## src/rtl/div_unit.sv

```systemverilog
// div_unit: multicycle 32-bit restoring divider, quotient to lo, remainder to hi.
// Optional DIV_UNSIGNED_EN adds the isUnsigned port for DIVU.
module div_unit (
  input  logic        clk,
  input  logic        reset,
  input  logic        divControl,
`ifdef DIV_UNSIGNED_EN
  input  logic        isUnsigned,
`endif
  input  logic [31:0] a,
  input  logic [31:0] b,
  output logic [31:0] hi,
  output logic [31:0] lo,
  output logic        divDone,
  output logic        div0,
  output logic        busy
);

  typedef enum logic [2:0] {
    IDLE,
    CALC,
    FIX,
    DONE,
    ZERO
  } state_t;

  state_t      state;
  logic [31:0] a_mag;
  logic [31:0] b_mag;
  logic [63:0] shreg;
  logic [4:0]  cnt;
  logic        neg_q;
  logic        neg_r;
  logic        phase;

  logic        uns;
  logic [31:0] a_abs;
  logic [31:0] b_abs;
  logic        nbit;
  logic [32:0] remsh;
  logic        ge;
  logic [31:0] sub;
  logic [31:0] rem_nx;

`ifdef DIV_UNSIGNED_EN
  assign uns = isUnsigned;
`else
  assign uns = 1'b0;
`endif

  assign a_abs = (!uns && a[31]) ? -a : a;
  assign b_abs = (!uns && b[31]) ? -b : b;

  // Dividend bits are fed MSB-first from the latched magnitude.
  assign nbit   = a_mag[~cnt];
  assign remsh  = {shreg[63:32], nbit};
  assign ge     = remsh >= {1'b0, b_mag};
  assign sub    = remsh[31:0] - b_mag;
  assign rem_nx = ge ? sub : remsh[31:0];

  always_ff @(posedge clk) begin
    if (reset) begin
      state   <= IDLE;
      a_mag   <= '0;
      b_mag   <= '0;
      shreg   <= '0;
      cnt     <= '0;
      neg_q   <= 1'b0;
      neg_r   <= 1'b0;
      phase   <= 1'b0;
      hi      <= '0;
      lo      <= '0;
      divDone <= 1'b0;
      div0    <= 1'b0;
      busy    <= 1'b0;
    end else begin
      unique case (state)
        IDLE: begin
          divDone <= 1'b0;
          div0    <= 1'b0;
          if (divControl) begin
            busy <= 1'b1;
            if (b == 32'd0) begin
              state <= ZERO;
              div0  <= 1'b1;
            end else begin
              state <= CALC;
              a_mag <= a_abs;
              b_mag <= b_abs;
              neg_q <= !uns && (a[31] ^ b[31]);
              neg_r <= !uns && a[31];
              shreg <= '0;
              cnt   <= '0;
              phase <= 1'b0;
            end
          end
        end
        CALC: begin
          shreg <= {rem_nx, shreg[30:0], ge};
          cnt   <= cnt + 5'd1;
          if (cnt == 5'd31) state <= FIX;
        end
        FIX: begin
          // First cycle applies signs, second commits to hi/lo.
          if (!phase) begin
            shreg[63:32] <= neg_r ? -shreg[63:32] : shreg[63:32];
            shreg[31:0]  <= neg_q ? -shreg[31:0] : shreg[31:0];
            phase        <= 1'b1;
          end else begin
            hi      <= shreg[63:32];
            lo      <= shreg[31:0];
            divDone <= 1'b1;
            state   <= DONE;
          end
        end
        DONE: begin
          divDone <= 1'b0;
          busy    <= 1'b0;
          state   <= IDLE;
        end
        ZERO: begin
          div0  <= 1'b0;
          busy  <= 1'b0;
          state <= IDLE;
        end
        default: state <= IDLE;
      endcase
    end
  end

endmodule

```

## config.mk

```make
export PLATFORM = sky130hd
export DESIGN_NAME = div_unit
export DESIGN_NICKNAME = d
export VERILOG_FILES = /design/src/rtl/div_unit.sv
export SDC_FILE = /design/constraint.sdc
export NUM_CORES = 1
export LEC_CHECK = 0
export ABC_CLOCK_PERIOD_IN_PS = 4300
export CORE_ASPECT_RATIO = 1.1
export CORE_MARGIN = 1.5
export CORE_UTILIZATION = 30
export DETAILED_ROUTE_END_ITERATION = 8
export SETUP_SLACK_MARGIN = 0.1
export SYNTH_ARGS = -nofsm -noshare
export SYNTH_HDL_FRONTEND = slang
export SYNTH_SLANG_ARGS = --single-unit
```

## constraint.sdc

```tcl
create_clock -name clk -period 4.3 [get_ports clk]
set_input_delay 0.86 -clock clk [delete_from_list [all_inputs] [get_ports clk]]
set_output_delay 0.86 -clock clk [all_outputs]
set_load 0.02 [all_outputs]
```

==> reports/results.tsv <==
stage	metric	value	unit
status	status	finished clean	
sta	slew_violations	0	
floorplan	die_y	216	µm
sta	worstMarginPinSlew	1160	ps
sta	hold_violations	0	
floorplan	row_count	78	
clocking	cts_buffers	24	
route	vias_per_cell	5.22	
placement	io_buffers	133	
synthesis	synth.top_cell.area_share	33.2	%
cells_and_area	layout.nets	1818	
power_and_ir_drop	fin_total_pwr	6.66	mW
grt	antenna_found_initial	0	
setup_path	r2r_slack	190	ps
setup_path	crit_type	flop to flop	
setup_path	critical_path.top_delay_family	multiplexers	
synthesis	synth_area_leaders	dfxtp_1 33%, nand2_1 7.1%, a21oi_1 6.0%, nor2_1 4.8%, xor2_1 4.3%	
synthesis	yosysSeqAreaShare	33.2	%
sta	setup_ws	187	ps
synthesis	syn_inst	1616	
setup_path	crit_path_end_kind	flop	
floorplan	die_w	197	µm
setup_path	crit_path_top_delay_cell	mux4_2	
job	cap_violations	0	
grt	overflow	0	
cells_and_area	area_growth	24.3	%
setup_path	crit_arrival	4500	ps
synthesis	synth_top_area_cell	dfxtp_1	
setup_path	required	4690	ps
cells_and_area	drive_gt1_share	8.50	%
setup_path	ff2ff_path_depth	18	
grt	grt_max_degree	204	
floorplan	die_area	42700	µm²
synthesis	async_flop_share	0	%
floorplan	initial_core_util	30.2	%
setup_path	worstPathBufferInverterCount	5	
setup_path	max_stage_delay	500	ps
placement	dp_cells	2234	
synthesis	synthesis.nets	1722	
grt	grt_pass1_wl	59300	µm
sta	setup_viol	0	
clocking	clk_pin_slew	60	ps
power_and_ir_drop	peakVddDrop	0.242	mV
hold_path	hold_class	flop to flop	
sta	fmax	243	MHz
placement	place_congestion	0.857	
sta	fin_skew	18.8	ps
floorplan	io_pins	134	
placement	pre_cts_slack	-41.8	ps
cells_and_area	antennaDiodeCount	0	
setup_path	path_cells	buf_12 -> mux4_2 -> mux4_2 -> mux2i_1 -> buf_4 -> ha_4 -> nor2b_2 -> o31a_1 -> o31a_1 -> or3_4 -> and3_4 -> o211ai_1 -> a21o_2 -> buf_6 -> buf_16 -> buf_12 -> a22o_1 -> a2111oi_2	
grt	track_usage	16.9	%
synthesis	ys_ff_latch	206	
route	wl	36900	µm
power_and_ir_drop	p_leak	5.75	nW
placement	dpl-instance-area	14400	µm²
synthesis	synth.most_common_cell	nand2_1	
setup_path	startpoint	cnt[0]$_SDFFE_PP0P_	
clocking	tritoncts	built	
clocking	postCtsHoldBufs	0	
floorplan	coreArea	41100	µm²
hold_path	whs_path_depth	2	
synthesis	ys_warn_count	0	
grt	grt_pass1_vias	11035	
route	firstDrtPassIters	5	
cells_and_area	final_area	15400	µm²
clocking	cts_buffer_depth	3	
power_and_ir_drop	power.density	431	nW/µm²
route	ant_nets	0	
route	vias	11949	
synthesis	synth_ff_type	dfxtp_1	
synthesis	syn_area_per_cell	7.69	µm²
synthesis	syn_area	12400	µm²
cells_and_area	utilization	37.6	%
route	drt_iter0_drc	737	
synthesis	synth_edf_count	0	
sta	min_period	4110	ps
setup_path	path_max_fanout	6	
sta	grt_setup_unrepaired	yes	
setup_path	start_kind	flop	
clocking	insertion_delay	550	ps
hold_path	hold_start	lo[30]$_SDFFE_PP0P_	
placement	dp_hpwl	26300	µm
synthesis	synth_commonest_cells	234 x nand2_1, 206 x dfxtp_1, 160 x nor2_1, 150 x a21oi_1, 96 x clkbuf_1	
setup_path	timing.rr.start	cnt[0]$_SDFFE_PP0P_	
route	wire_per_inst	16.1	µm
hold_path	min_to	lo[30]$_SDFFE_PP0P_	
clocking	h-tree-depth	1	
synthesis	synthDistinctLibCells	79	
setup_path	worstReg2RegEnd	shreg[60]$_SDFFE_PP0P_	
route	drc	0	
sta	maxSlewHeadroom	22.7	%
clocking	cts_root_buf	clkbuf_16	
clocking	clock_sinks	206	
sta	period_share	95.7	%
cells_and_area	instances_no_fill	2289	
-- stage by stage --
stage               TNS (ps)  hold slack [ps]
floorplan                  0              429
global placement           0              443
detailed placement     -68.2              446
CTS                        0              454
global route               0              469
finish                     0              450
-- routing by layer --
| layer | vias to the layer above | wire (µm) | GRT usage (%) |
|---|---|---|---|
| li1 | 6021 | - | - |
| met1 | 5595 | 17300 | 23.2 |
| met2 | 294 | 17000 | 27.8 |
| met3 | 39 | 1960 | 2.49 |
| met4 | 0 | 616 | 3.97 |
| met5 | - | 0 | 0 |
-- power breakdown --
part	switching, mW	total (mW)	internal [mW]
clock network	0.839	2.00	1.16
registers	0.147	2.16	2.01
logic	1.34	2.50	1.17
-- worst max path at each step --
stage | cells past startpoint | endpoint | slack, ps
6_report | 18 | shreg[60]$_SDFFE_PP0P_ | 190
5_1_grt | 17 | shreg[46]$_SDFFE_PP0P_ | 7
4_1_cts | 17 | shreg[38]$_SDFFE_PP0P_ | 60
3_5_place_dp | 17 | shreg[62]$_SDFFE_PP0P_ | -40
3_3_place_gp | 16 | shreg[32]$_SDFFE_PP0P_ | 10
2_1_floorplan | 16 | shreg[43]$_SDFFE_PP0P_ | 160
-- state kept, by name, summed over array words and instances, names as in the netlist --
| name | count |
|---|---|
| shreg | 64 |
| a_mag | 32 |
| b_mag | 32 |
| hi | 32 |
| lo | 32 |
| cnt | 5 |
| state | 3 |
| busy | 1 |
| div0 | 1 |
| divDone | 1 |
| neg_q | 1 |
| neg_r | 1 |
| phase | 1 |
-- repair_timing --
action | CTS | global route
endpoints found under the setup margin | 29 | 33
resized for setup | 10 | 23
cloned | 3 | 1
pin swaps | 6 | 22
setup buffers | 3 | 5
endpoints found under the hold margin | 0 | 0
-- layout by cell type, fill, tap and decap left out, drive strengths merged, types with 34 or more instances in the layout --
master | Yosys | routed
xnor2 | 34 | 34
nand2 | 234 | 234
o21ai | 91 | 91
a211oi | 69 | 69
clkdlybuf4s50 | 0 | 132
nor2 | 160 | 160
nor3 | 50 | 50
xor2 | 61 | 61
ha | 38 | 38
inv | 49 | 49
dfxtp | 206 | 206
buf | 14 | 47
a21oi | 150 | 150
clkbuf | 96 | 35
-- logic make-up (layout without fill, tap and decap cells) --
| group | after synthesis | after routing | synth area share, % |
|---|---|---|---|
| AO/OA/AOI/OAI | 463 | 463 | 23.6 |
| XOR/XNOR | 95 | 95 | 6.69 |
| adder cells (fa/ha/maj) | 39 | 39 | 3.99 |
| buffers and inverters | 160 | 273 | 5.01 |
| flip-flops | 206 | 206 | 33.2 |
| multiplexers | 39 | 39 | 4.19 |
| AND/OR/NAND/NOR | 614 | 614 | 23.3 |
-- final cells by class --
| cell class | count | area [µm²] |
|---|---|---|
| Fill cell | 4289 | 25600 |
| Multi-Input combinational cell | 1250 | 7820 |
| Sequential cell | 206 | 4130 |
| Timing Repair Buffer | 180 | 1850 |
| Tap cell | 560 | 701 |
| Clock buffer | 34 | 678 |
| Inverter | 50 | 188 |
| Clock inverter | 9 | 90.1 |
-- worst register-to-register path, delay by kind of cell (launching register included) --
kind | cells | cell delay (ps)
AO/OA/AOI/OAI | 6 | 1120
buffers and inverters | 5 | 670
adder cells (fa/ha/maj) | 1 | 130
flip-flops | 1 | 390
multiplexers | 3 | 1120
AND/OR/NAND/NOR | 3 | 530
(Power assumes the default switching activity.)
